**config.mk**
```make
export PLATFORM = sky130hd
export DESIGN_NAME = buffer_rx
export DESIGN_NICKNAME = d
export VERILOG_FILES = /design/src/rtl/buffer_pkg.sv /design/src/rtl/buffer_rx_hold.sv /design/src/rtl/buffer_rx.sv
export SDC_FILE = /design/constraint.sdc
export NUM_CORES = 1
export LEC_CHECK = 0
export BUFFER_PORTS_ARGS = -buffer_cell sky130_fd_sc_hd__buf_2
export CORE_ASPECT_RATIO = 0.75
export CORE_MARGIN = 4
export CORE_UTILIZATION = 50
export DETAILED_ROUTE_END_ITERATION = 8
export PLACE_DENSITY = 0.71
export RECOVER_POWER = 100
export SYNTH_ARGS = -nofsm -noshare
export SYNTH_HDL_FRONTEND = slang
export SYNTH_SLANG_ARGS = --single-unit
```
**constraint.sdc**
```tcl
create_clock -name clk -period 2.05 [get_ports clk]
set_input_delay 0.205 -clock clk [delete_from_list [all_inputs] [get_ports clk]]
set_output_delay 0.205 -clock clk [all_outputs]
set_load 0.05 [all_outputs]
```
**src/rtl/buffer_pkg.sv**
```systemverilog
// Shared line-symbol codes and receiver state encoding for the buffer_rx block.
package buffer_pkg;

  localparam logic [1:0] SYM_IDLE = 2'b00;
  localparam logic [1:0] SYM_VIOL = 2'b01;
  localparam logic [1:0] SYM_D0   = 2'b10;
  localparam logic [1:0] SYM_D1   = 2'b11;

  typedef enum logic [1:0] {
    ST_IDLE,
    ST_DATA,
    ST_PARITY,
    ST_WAIT_IDLE
  } rx_state_t;

endpackage

```
**src/rtl/buffer_rx_hold.sv**
```systemverilog
// One-entry valid/ready holding register for received frames, with overrun detect.
module buffer_rx_hold #(
  parameter int DATA_W = 8
) (
  input  logic              clk,
  input  logic              reset,
  input  logic              vld_p0,
  input  logic [DATA_W-1:0] data_p0,
  input  logic              data_ready,
  output logic [DATA_W-1:0] data_out,
  output logic              data_valid,
  output logic              err_overrun
);

  // The slot is free when empty or when its current byte is consumed this cycle.
  logic can_load;
  assign can_load = !data_valid || data_ready;

  // Load, accept and overrun pulse; a blocked frame leaves the held byte untouched.
  always_ff @(posedge clk or negedge reset) begin
    if (!reset) begin
      data_out    <= '0;
      data_valid  <= 1'b0;
      err_overrun <= 1'b0;
    end else begin
      err_overrun <= vld_p0 && !can_load;
      if (vld_p0 && can_load) begin
        data_out   <= data_p0;
        data_valid <= 1'b1;
      end else if (data_valid && data_ready) begin
        data_valid <= 1'b0;
      end
    end
  end

endmodule

```
**src/rtl/buffer_rx.sv**
```systemverilog
// Receive end of the 2-bit symbol line: idle stripping, frame deserialization,
// even-parity check and error pulses, feeding a one-entry holding register.
module buffer_rx
  import buffer_pkg::*;
#(
  parameter int DATA_W    = 8,
  parameter bit PARITY_EN = 1'b1
) (
  input  logic              clk,
  input  logic              reset,
  input  logic [1:0]        line_in,
  output logic [DATA_W-1:0] data_out,
  output logic              data_valid,
  input  logic              data_ready,
  output logic              err_parity,
  output logic              err_abort,
  output logic              err_overrun
);

  localparam int              CNT_W    = $clog2(DATA_W + 1);
  localparam logic [CNT_W-1:0] CNT_ONE  = CNT_W'(1);
  localparam logic [CNT_W-1:0] CNT_LAST = CNT_W'(DATA_W);

  rx_state_t         state, state_nxt;
  logic [DATA_W-1:0] sr, sr_nxt;
  logic [CNT_W-1:0]  cnt, cnt_nxt;
  logic              par, par_nxt;
  // Set once an abort has been reported for the current bad frame, so the rest
  // of it is swallowed silently until the line goes idle.
  logic              ab_done, ab_done_nxt;
  logic [DATA_W:0]   shift_w;
  logic              vld_p0, perr_p0, abort_p0;

  // Symbol decode: next state, shift/count/parity update and error selection.
  always_comb begin
    state_nxt   = state;
    sr_nxt      = sr;
    cnt_nxt     = cnt;
    par_nxt     = par;
    ab_done_nxt = ab_done;
    vld_p0      = 1'b0;
    perr_p0     = 1'b0;
    abort_p0    = 1'b0;
    shift_w     = {line_in[0], sr};
    case (state)
      ST_IDLE, ST_DATA: begin
        case (line_in)
          SYM_D0, SYM_D1: begin
            sr_nxt    = shift_w[DATA_W:1];
            cnt_nxt   = (state == ST_IDLE) ? CNT_ONE : cnt + CNT_ONE;
            par_nxt   = (state == ST_IDLE) ? line_in[0] : par ^ line_in[0];
            state_nxt = ST_DATA;
            if (cnt_nxt == CNT_LAST) begin
              if (PARITY_EN) begin
                state_nxt = ST_PARITY;
              end else begin
                vld_p0      = 1'b1;
                ab_done_nxt = 1'b0;
                state_nxt   = ST_WAIT_IDLE;
              end
            end
          end
          SYM_VIOL: begin
            abort_p0    = 1'b1;
            ab_done_nxt = 1'b1;
            state_nxt   = ST_WAIT_IDLE;
          end
          default: begin
            if (state == ST_DATA) begin
              abort_p0  = 1'b1;
              state_nxt = ST_IDLE;
            end
          end
        endcase
      end
      ST_PARITY: begin
        case (line_in)
          SYM_D0, SYM_D1: begin
            if (line_in[0] == par) vld_p0 = 1'b1;
            else                   perr_p0 = 1'b1;
            // A symbol beyond a finished frame is an over-length abort.
            ab_done_nxt = 1'b0;
            state_nxt   = ST_WAIT_IDLE;
          end
          SYM_VIOL: begin
            abort_p0    = 1'b1;
            ab_done_nxt = 1'b1;
            state_nxt   = ST_WAIT_IDLE;
          end
          default: begin
            abort_p0  = 1'b1;
            state_nxt = ST_IDLE;
          end
        endcase
      end
      ST_WAIT_IDLE: begin
        if (line_in == SYM_IDLE) begin
          state_nxt = ST_IDLE;
        end else if (!ab_done) begin
          abort_p0    = 1'b1;
          ab_done_nxt = 1'b1;
        end
      end
      default: state_nxt = ST_IDLE;
    endcase
  end

  // Stage p0 -> p1: FSM state, shift register, counter, parity and error pulses.
  always_ff @(posedge clk or negedge reset) begin
    if (!reset) begin
      state      <= ST_IDLE;
      sr         <= '0;
      cnt        <= '0;
      par        <= 1'b0;
      ab_done    <= 1'b0;
      err_parity <= 1'b0;
      err_abort  <= 1'b0;
    end else begin
      state      <= state_nxt;
      sr         <= sr_nxt;
      cnt        <= cnt_nxt;
      par        <= par_nxt;
      ab_done    <= ab_done_nxt;
      err_parity <= perr_p0;
      err_abort  <= abort_p0;
    end
  end

  buffer_rx_hold #(
    .DATA_W (DATA_W)
  ) u_hold (
    .clk         (clk),
    .reset       (reset),
    .vld_p0      (vld_p0),
    .data_p0     (sr_nxt),
    .data_ready  (data_ready),
    .data_out    (data_out),
    .data_valid  (data_valid),
    .err_overrun (err_overrun)
  );

endmodule

```
# Word level (Yosys, flattened, before mapping)
# Cells that the tools add are included.
[op_classes]
muxes = 28
bitwise_logic = 1
eq_ne = 13
n_reduce_logical = 15
n_addsub = 1
[ops]
columns = ["operator", "count"]
rows = [
  ["$mux 8", 2],
  ["$mux 1", 15],
  ["$eq 2x2->1 const B", 4],
  ["$mux 2", 4],
  ["$ne 2x2->1 const B", 3],
  ["$pmux 1 s3", 2],
  ["$pmux 2 s3", 1],
  ["$add 4x1->4 const B", 1],
  ["$eq 2x1->1 const B", 2],
  ["$eq 4x4->1 const B", 1],
  ["$logic_not 2->1", 2],
  ["$mux 4", 1],
  ["$ne 4x4->1 const B", 1],
  ["$pmux 1 s2", 2],
  ["$pmux 2 s2", 1],
  ["$reduce_and 2->1", 2],
  ["$reduce_or 2->1", 2],
  ["$logic_and 1x1->1", 3],
  ["$ne 3x3->1 const B", 1],
  ["$reduce_and 3->1", 1],
  ["$reduce_or 3->1", 1],
  ["$logic_not 1->1", 2],
  ["$reduce_bool 2->1", 1],
  ["$eq 1x1->1", 1],
  ["2 further kinds", 2],
]
[word_totals]
in_bits = 5
ff_bits = 28

# Longest topological paths before layout
# Gate-level depths: netlist (run 1).
[depth]
ltp_word = 6
depth_mapped = 6
mapped_depth_nobuf = 5

# Hierarchy
# Synthesis (run 1) repeated with hierarchy kept, for this count alone.
[unflattened]
hier_cells = 106
area_unflattened_um2 = 1199.9
[by_module_without_submodules]
columns = ["mod", "cells_per_inst", "instances", "area_each_um2"]
rows = [
  ["buffer_rx", 83, 1, 793.3],
  ["buffer_rx_hold", 23, 1, 406.6],
]

# Least setup slack after synthesis (run 1)
# Ideal clock, no wire load.
[synth_timing]
kind = "register to register"
from = "register u_hold.data_valid"
to = "register u_hold.data_out[0]"
stages_incl_launch_ff = 5
arrival_time_ns = 1.336
path_slack_ns = 0.589
synth_period_minus_slack_ns = 1.461
setup_ns = 0.125
path_cell_list = "dfrtp_1 -> nand2b_1 -> nor2b_2 -> buf_6 -> mux2_4"
[synth_via]
elab_chain_len = 3
[synth_lines]
columns = ["item", "line_no", "text"]
rows = [
  ["from (decl)", "buffer_rx_hold.sv:11", "output logic data_valid,"],
  ["from (signal assigned)", "buffer_rx_hold.sv:23", "data_valid <= 1'b0;"],
  ["from (signal assigned)", "buffer_rx_hold.sv:29", "data_valid <= 1'b1;"],
  ["from (signal assigned)", "buffer_rx_hold.sv:31", "data_valid <= 1'b0;"],
  ["$logic_not 1->1", "buffer_rx_hold.sv:17", "assign can_load = !data_valid || data_ready;"],
  ["$logic_or 1x1->1", "buffer_rx_hold.sv:17", ""],
  ["$logic_and 1x1->1", "buffer_rx_hold.sv:27", "if (vld_p0 && can_load) begin"],
  ["to (signal assigned)", "buffer_rx_hold.sv:28", "data_out <= data_p0;"],
  ["to (decl)", "buffer_rx_hold.sv:10", "output logic [DATA_W-1:0] data_out,"],
]
# Every way passes these cells.
# A chain may end at the register's enable or synchronous reset.

# Final worst setup path (run 1)
[layout_timing]
from = "register state[1]"
to = "register u_hold.data_out[0]"
[layout_via]
elab_chain_len = 3
[layout_lines]
columns = ["item", "line_no", "text"]
rows = [
  ["from (decl)", "buffer_rx.sv:24", "rx_state_t state, state_nxt;"],
  ["from (signal assigned)", "buffer_rx.sv:119", "state <= state_nxt;"],
  ["$eq 2x1->1 / $logic_not 2->1 (equally long branches)", "buffer_rx.sv:45", "case (state)"],
  ["$reduce_or 2->1 *", "buffer_rx.sv:45", ""],
  ["$mux 8 *", "buffer_rx.sv:45", ""],
  ["via sr_nxt[0]", "buffer_rx.sv:25", "logic [DATA_W-1:0] sr, sr_nxt;"],
]
# Mark *: on every way through the listed nets, which the timed path passes. The rest lies on a longest branch.

==> flow_metrics.tcl, run 1 <==
set metrics [dict create \
    powerDensity_nw_per_um2 1310 \
    cts_hold_repair.buffers 1 \
    vias 779 \
    antenna_found_initial 0 \
    drc_errors 0 \
    fin_crit_sh 0.801 \
    syn_to_final_growth_pct 8.61 \
    dp_hpwl_um 1390 \
    drt-pass1-iter-count 4 \
    gp_congestion 0.714 \
    post_synth_and_or_nand_nor_area_fraction 0.174 \
    synth_warnings 0 \
    power.share.clock 0.203 \
    antenna_cells 0 \
    tns_ns 0 \
    leakage_nw 0.654 \
    cap_viol_max_count 0 \
    die-area_sq_um 3310 \
    rrSetupSlack_ns 0.41 \
    numCtsBuffers 3 \
    worstSetupPathType "flip-flop to flip-flop" \
    synth_area_sq_um 1220 \
    grt_overflow 0 \
    synth_cells 109 \
    fmax_ghz 0.609 \
    numPortBuffers 16 \
    vias_per_cell 4.87 \
    slew_viol_final 0 \
    cp_slowest_cell "dfrtp_1" \
    nFillCells 209 \
    post-route-min-period_ns 1.64 \
    synth_commonest_cells "dfrtp_1, nand2_1, mux2_4, o21ai_0, nor2_1" \
    h-tree-depth 1 \
    cts_resized 0 \
    power_frac_seq 0.463 \
    synth.area.mux_share 0.124 \
    cts_tree "yes" \
    max_stage_delay_ns 0.50 \
    synth.area.top_cells "dfrtp_1, mux2_4, nand2_1" \
    drtAntennaViolNets 0 \
    clkTransAtPathRegs_ns 0.15 \
    start_util 0.529 \
    synthArstFlopShare 1.00 \
    synth_cell_types 29 \
    p_total_mw 1.74 \
    comb_power_share 0.335 \
    synthAdderAreaFrac 0.0102 \
    drt-wirelength-per-cell_um 12.3 \
    yosysTopAreaCell "dfrtp_1" \
    row_count 15 \
    clk_latency_ns 0.33 \
    syn_avg_cell_area_sq_um 11.2 \
    grt_start_max_net_pins 29 \
    setup-violations-final 0 \
    worstPathArrival_ns 1.93 \
    dp_slack_ns 0.503 \
    crit_top_cell "nand2_1" \
    clockRootBuffer "clkbuf_4" \
    synth_xor_area_frac 0.00717 \
    netSwitchingFraction 0.384 \
    synth_top_area_frac 0.574 \
    relSlewSlack 0.0401 \
    worst_pin_slew_ns 1.44 \
    hold_path_class "input pin to flip-flop" \
    path_max_fanout 9 \
    fin_hold_ws_ns 0.144 \
    die_h_um 50.8 \
    ys_seq_area_frac 0.574 \
    p_int_mw 1.07 \
    first_global_vias 711 \
    ys_ff_latch 28 \
    end_kind "flip-flop" \
    ios 17 \
    syn-num-nets 115 \
    hold_viol_final 0 \
    nets 133 \
    cts_sinks 28 \
    core_sq_um 2310 \
    grt_usage 0.143 \
    wl_um 1970 \
    synth_edf_count 0 \
    final_util 0.575 \
    p_switching_mw 0.670 \
    drive_gt1_frac 0.0873 \
    cts_buffer_depth 2 \
    synth-compound-area-share 0.0727 \
    worstPathRequired_ns 2.33 \
    die-width_um 65.1 \
    drt_iter0_drc 20 \
    cp-start-kind "flip-flop" \
    synthFlopType "dfrtp_1" \
    status "finished, final reports clean" \
    skew_ns 0.0164 \
    rsz0062_at_grt "no" \
    path_cells "nor2b_1 -> clkbuf_1 -> nand2_1 -> nand2_1 -> mux2_1" \
    layout_setup_ws_ns 0.409 \
    synth_top_family_by_area "simple AND/OR/NAND/NOR gates" \
    ir_drop_mv 0.683 \
    grt_pass1_wl_um 3540 \
    cts_setup_buffers 0 \
]
power groups by stage:
stage / Sequential (mW) / Combinational, mW / Clock [mW]
finish: 0.806 / 0.583 / 0.353
global route: 0.831 / 0.640 / 0.389
CTS: 0.810 / 0.661 / 0.369
floorplan: 1.04 / 0.292 / 0
global placement: 0.814 / 0.646 / 0
detailed placement: 0.818 / 0.658 / 0
per-stage QoR:
step / cell area, sq um / std cells
floorplan: 1220 / 109
global placement: 1320 / 155
detailed placement: 1320 / 155
CTS: 1380 / 160
global route: 1330 / 160
finish: 1330 / 160
layer usage:
metal,global-route usage,up-vias,wire (um)
met3,0.0537,2,128
li1,-,397,-
met1,0.205,361,994
met5,0,-,0
met2,0.200,19,830
met4,0.0414,0,17
cell families after synthesis:
group / Yosys count
compound gates: 15
xor+xnor: 1
fa+ha+maj: 1
buf+inv: 8
flops: 28
mux: 11
simple gates: 45
final cells by class:
class / instances / area, sq um / area share
Clock buffer: 3 / 22.5 / 0.0170
Clock inverter: 1 / 30.0 / 0.0226
Inverter: 2 / 7.51 / 0.00566
Multi-Input combinational cell: 73 / 440 / 0.332
Sequential cell: 28 / 701 / 0.528
Tap cell: 34 / 42.5 / 0.0321
Timing Repair Buffer: 19 / 82.6 / 0.0623
worst paths after layout:
check,endpoint,cells past startpoint,start
max,u_hold.data_out[0],5,state[1]
min,u_hold.err_overrun,3,data_ready
max reg2reg,u_hold.data_out[0],5,state[1]
min reg2reg,sr[2],2,sr[3]
max in group asynchronous,u_hold.data_out[3],2,reset
min in group asynchronous,state[1],2,reset
registers in the layout (all words and copies together), names as in the netlist:
| register | cells |
|---|---|
| err_parity | 1 |
| ab_done | 1 |
| sr | 8 |
| cnt | 4 |
| u_hold.err_overrun | 1 |
| u_hold.data_valid | 1 |
| state | 2 |
| par | 1 |
| err_abort | 1 |
| u_hold.data_out | 8 |
critical path: cells and delay by family (launching register included):
kind	cells	cell delay (ns)
muxes	1	0.13
and+or+nand+nor	3	0.65
DFF	1	0.50
buffers and inverters	1	0.31
cells in the final DEF (no fill, tap or decap), types with 2 or more instances in the layout:
cell and n:
buf_2 3, mux2i_1 2, inv_1 2, o21ai_0 6, mux2_1 7, a21oi_1 3, nand2b_1 4, clkbuf_1 14
dfrtp_1 28, nand3_1 2, nor2_1 5, nand2_1 28, clkbuf_4 3
Note: power is estimated with default switching activity, not from simulation.
==> inputs of run 2 (changes only) <==
==> constraint.sdc (replaced) <==
create_clock -name clk -period 1.7 [get_ports clk]
set_input_delay 0.17 -clock clk [delete_from_list [all_inputs] [get_ports clk]]
set_output_delay 0.17 -clock clk [all_outputs]
set_load 0.05 [all_outputs]
==> flow_metrics.tcl, run 2 (synthesis results as in run 1) <==
set metrics [dict create \
    vias 799 \
    die-area_sq_um 3310 \
    worstPathArrival_ns 1.81 \
    end_kind "flip-flop" \
    path_max_fanout 8 \
    p_total_mw 2.19 \
    core_sq_um 2310 \
    grt_start_max_net_pins 29 \
    gp_congestion 0.746 \
    setup-violations-final 0 \
    cts_sinks 28 \
    fin_crit_sh 0.935 \
    vias_per_cell 4.87 \
    wl_um 2100 \
    clkTransAtPathRegs_ns 0.15 \
    cp-start-kind "flip-flop" \
    status "finished, final reports clean" \
    drt-pass1-iter-count 4 \
    hold_viol_final 0 \
    ir_drop_mv 1.10 \
    grt_pass1_wl_um 3590 \
    worstPathRequired_ns 1.92 \
    nFillCells 196 \
    final_cell_mix "nand2_1, dfrtp_1, mux2_4, buf_2, clkbuf_1" \
    start_util 0.529 \
    grt_overflow 0 \
    largestRegisters "sr (8), u_hold.data_out (8), cnt (4)" \
    drt-wirelength-per-cell_um 12.8 \
    cts_resized 0 \
    clk_latency_ns 0.33 \
    worst_pin_slew_ns 0.660 \
    die-width_um 65.1 \
    ios 17 \
    path_cells "xnor2_1 -> nand4b_1 -> nor2b_2 -> buf_12 -> mux2_4" \
    cp_slowest_cell "dfrtp_1" \
    drive_gt1_frac 0.215 \
    first_global_vias 781 \
    max_stage_delay_ns 0.44 \
    row_count 15 \
    antenna_cells 0 \
    powerDensity_nw_per_um2 1560 \
    cts_tree "yes" \
    slew_viol_final 0 \
    antenna_found_initial 0 \
    die_h_um 50.8 \
    dp_hpwl_um 1470 \
    grt_usage 0.145 \
    hold_path_class "input pin to flip-flop" \
    drt_iter0_drc 22 \
    crit_family "flip-flops" \
    final_util 0.609 \
    nets 137 \
    relSlewSlack 0.560 \
    worstSetupPathType "flip-flop to flip-flop" \
    numCtsBuffers 3 \
    h-tree-depth 1 \
    fmax_ghz 0.629 \
    drtAntennaViolNets 0 \
    cts_buffer_depth 2 \
    numPortBuffers 16 \
    clockRootBuffer "clkbuf_4" \
    syn_to_final_growth_pct 15.1 \
    drc_errors 0 \
    post-route-min-period_ns 1.59 \
    critPathBufInv 1 \
    cap_viol_max_count 0 \
    leakage_nw 0.705 \
    skew_ns 0.0109 \
]
## run 2: changes by cell type in the layout (fill, tap and decap cells not counted), sizes merged
cell / delta
buf: +10
clkbuf: -6
## run 2: area by class of cell
class                           count  area, sq um  share of cell area
Clock buffer                        3         22.5              0.0160
Clock inverter                      1         30.0              0.0214
Inverter                            2         7.51             0.00534
Multi-Input combinational cell     73          467               0.332
Sequential cell                    28          701               0.499
Tap cell                           34         42.5              0.0303
Timing Repair Buffer               23          135              0.0962
## run 2: path summary, 6_finish.rpt
check                                start                  to  slack, ns  cells after the start
worst max-delay path                   par  u_hold.data_out[5]       0.11                      5
worst min-delay path            data_ready  u_hold.err_overrun       0.12                      3
worst max register to register         par  u_hold.data_out[5]       0.11                      5
worst min register to register       sr[0]               sr[0]       0.51                      2
max in group asynchronous            reset               sr[4]       0.89                      2
min in group asynchronous            reset           err_abort       0.38                      2
## run 2: layer usage
metal | up-vias | wire [um] | track usage
met5 | - | 0 | 0
met4 | 0 | 17 | 0.0414
met3 | 2 | 109 | 0.0559
met2 | 15 | 971 | 0.219
met1 | 376 | 1000 | 0.193
li1 | 406 | - | -
## run 2: repair_timing
item / 4_1_cts / 5_1_grt
hold buffers: 1 / 0
buffers inserted: 0 / 2
hold endpoints to repair: 28 / 0
setup endpoints to repair: 0 / 8
## run 2: per-stage QoR
| stage | setup TNS, ns | hold slack (ns) | area [sq um] | setup slack (ns) | std cells |
|---|---|---|---|---|---|
| floorplan | 0 | -0.126 | 1220 | 0.239 | 109 |
| global placement | 0 | 0.204 | 1350 | 0.199 | 157 |
| detailed placement | 0 | 0.212 | 1350 | 0.136 | 157 |
| CTS | 0 | 0.115 | 1410 | 0.101 | 162 |
| global route | -0.0608 | 0.103 | 1410 | -0.0209 | 164 |
| finish | 0 | 0.116 | 1410 | 0.110 | 164 |
## run 2: tightest hold or removal path, stage by stage
cell      delay (ns)
buf_2           0.07
nand2b_1        0.13
nor2_1          0.05
## run 2: where the power goes
group / internal, mW / switching, mW / total (mW) / leakage (nW)
combinational: 0.276 / 0.516 / 0.792 / 0.320
clock: 0.238 / 0.190 / 0.428 / 0.0279
sequential: 0.854 / 0.121 / 0.975 / 0.357
total: 1.37 / 0.826 / 2.19 / 0.705
==> inputs of run 3 (changes only) <==
--- a/config.mk
+++ b/config.mk
@@ -5,6 +5,7 @@
 export SDC_FILE = /design/constraint.sdc
 export NUM_CORES = 1
 export LEC_CHECK = 0
+export ABC_AREA = 1
 export BUFFER_PORTS_ARGS = -buffer_cell sky130_fd_sc_hd__buf_2
 export CORE_ASPECT_RATIO = 0.75
 export CORE_MARGIN = 4
==> flow_metrics.tcl, run 3 <==
set metrics [dict create \
    status "finished, final reports clean" \
    relSlewSlack 0.546 \
    final_common_cell "nand2_1" \
    yosysTopAreaCell "dfrtp_1" \
    numPortBuffers 16 \
    antenna_found_initial 0 \
    fin_area_sq_um 1340 \
    cts_resized 0 \
    drt-pass1-iter-count 4 \
    setup-violations-final 0 \
    core_sq_um 2290 \
    first_global_vias 923 \
    drc_errors 0 \
    numCtsBuffers 3 \
    final_cell_mix "nand2_1, dfrtp_1, inv_1, nor2_1, clkbuf_1" \
    ys_ff_latch 28 \
    hp-start "data_ready" \
    wl_um 2120 \
    drt-wirelength-per-cell_um 11.1 \
    grt_pass1_wl_um 4060 \
    hold_path_class "input pin to flip-flop" \
    slew_viol_final 0 \
    worstPathArrival_ns 1.67 \
    final_util 0.585 \
    worst_pin_slew_ns 0.681 \
    largestRegisters "sr (8), u_hold.data_out (8), cnt (4)" \
    die_h_um 50.4 \
    syn_to_final_growth_pct 11.7 \
    wl_met3_um 78 \
    antenna_cells 0 \
    cts_setup_buffers 0 \
    crit-reg2reg-launch "state[1]" \
    drive_gt1_frac 0.109 \
    synth_edf_count 0 \
    grt_overflow 0 \
    synth_cells 136 \
    row_count 15 \
    vias_per_cell 4.76 \
    post-route-min-period_ns 1.45 \
    ios 17 \
    yosysMostFrequentCell "nand2_1" \
    grt_start_max_net_pins 29 \
    path_max_fanout 9 \
    cts_sinks 28 \
    clk_latency_ns 0.32 \
    nets 163 \
    fin_crit_sh 0.853 \
    synth_commonest_cells "nand2_1, dfrtp_1, inv_1, nor2_1, o21ai_1" \
    r2r-end "u_hold.data_out[7]" \
    synth_top_area_frac 0.585 \
    h-tree-depth 1 \
    synth.area.top_cells "dfrtp_1, nand2_1, inv_1" \
    cap_viol_max_count 0 \
    gp_congestion 0.723 \
    clockRootBuffer "clkbuf_4" \
    drt_iter0_drc 38 \
    leakage_nw 0.676 \
    syn-num-nets 142 \
    skew_ns 0.00255 \
    synth_cell_types 21 \
    die-width_um 64.5 \
    top_layer "met4" \
    placed_cell_area_sq_um 1320 \
    end_kind "flip-flop" \
    rsz0062_at_grt "no" \
    dr_wl_met2_um 996 \
    synthArstFlopShare 1.00 \
    start_util 0.523 \
    die-area_sq_um 3250 \
    synthFlopType "dfrtp_1" \
    drtAntennaViolNets 0 \
    worstSetupPathType "flip-flop to flip-flop" \
    dp_hpwl_um 1560 \
    cts_tree "yes" \
    holdPathStages 4 \
    fmax_ghz 0.690 \
    tns_ns 0 \
    ys_seq_area_frac 0.585 \
    cts_buffer_depth 2 \
    reg2reg_depth 7 \
    hold_viol_final 0 \
    syn_avg_cell_area_sq_um 8.81 \
    worstPathRequired_ns 1.92 \
    grt_usage 0.162 \
    cp-start-kind "flip-flop" \
    rrSetupSlack_ns 0.25 \
    clkTransAtPathRegs_ns 0.14 \
    vias 905 \
    m1WireLength_um 1030 \
    synth_area_sq_um 1200 \
    cts_hold_repair.buffers 1 \
    powerDensity_nw_per_um2 1600 \
    ir_drop_mv 0.745 \
    holdPathEnd "u_hold.err_overrun" \
    synth_warnings 0 \
]
-- run 3: changes by cell type after synthesis, sizes merged, moves of 2 or more --
cell    delta
o21ai      +6
inv       +13
mux2i      -2
nand2     +23
nor2b      -2
a21oi      +2
nor2       +8
buf        -4
nand2b     -4
nor3       +2
mux2       -9
-- run 3: critical path: stages, from the launching register on --
cell	delay [ns]
dfrtp_1	0.45
inv_1	0.15
nor3_4	0.21
nand2_2	0.11
nor2_4	0.23
inv_4	0.09
nand2_1	0.07
nand2_1	0.05
-- run 3: layer usage --
metal | vias up | track usage
li1 | 459 | -
met1 | 428 | 0.210
met2 | 16 | 0.265
met3 | 2 | 0.0515
met4 | 0 | 0.0421
met5 | - | 0
-- run 3: power by group --
group | internal (mW) | switching, mW | total, mW | leakage (nW)
registers | 0.886 | 0.128 | 1.01 | 0.360
logic | 0.203 | 0.615 | 0.817 | 0.295
clock network | 0.131 | 0.182 | 0.313 | 0.0210
total | 1.22 | 0.924 | 2.14 | 0.676
-- run 3: cell families (layout without fill, tap and decap cells) --
| family | after synthesis | count (layout) | share of synthesized area |
|---|---|---|---|
| AOI/OAI and AO/OA | 17 | 17 | 0.0741 |
| and+or+nand+nor | 71 | 71 | 0.259 |
| buffers and inverters | 17 | 37 | 0.0574 |
| adders and majority gates | 1 | 1 | 0.0104 |
| DFF | 28 | 28 | 0.585 |
| xor gates and xnor gates | 2 | 2 | 0.0146 |
-- run 3: worst max path at each step --
stage	slack, ns	endpoint	start
2_1_floorplan	0.37	u_hold.data_out[0]	u_hold.data_valid
3_3_place_gp	0.36	u_hold.data_out[2]	state[1]
3_5_place_dp	0.34	u_hold.data_out[7]	state[1]
4_1_cts	0.33	u_hold.data_out[7]	state[1]
5_1_grt	0.1	u_hold.data_out[7]	state[1]
6_report	0.25	u_hold.data_out[7]	state[1]
-- run 3: cell type report --
type | count | area [sq um]
clock buffer | 4 | 36.3
fill | 223 | 951
inverter | 15 | 58.8
multi-input combinational | 91 | 418
sequential | 28 | 701
tap | 34 | 42.5
timing repair buffer | 18 | 82.6
-- run 3: through the flow --
| step | power, mW | setup slack, ns | hold WS (ns) | std cells |
|---|---|---|---|---|
| after global placement | 1.85 | 0.362 | 0.213 | 185 |
| final | 2.14 | 0.250 | 0.132 | 190 |
| after detailed placement | 1.89 | 0.340 | 0.222 | 185 |
| after floorplan | 1.68 | 0.365 | -0.126 | 136 |
| after CTS | 2.20 | 0.334 | 0.116 | 190 |
| after global routing | 2.33 | 0.0962 | 0.121 | 190 |
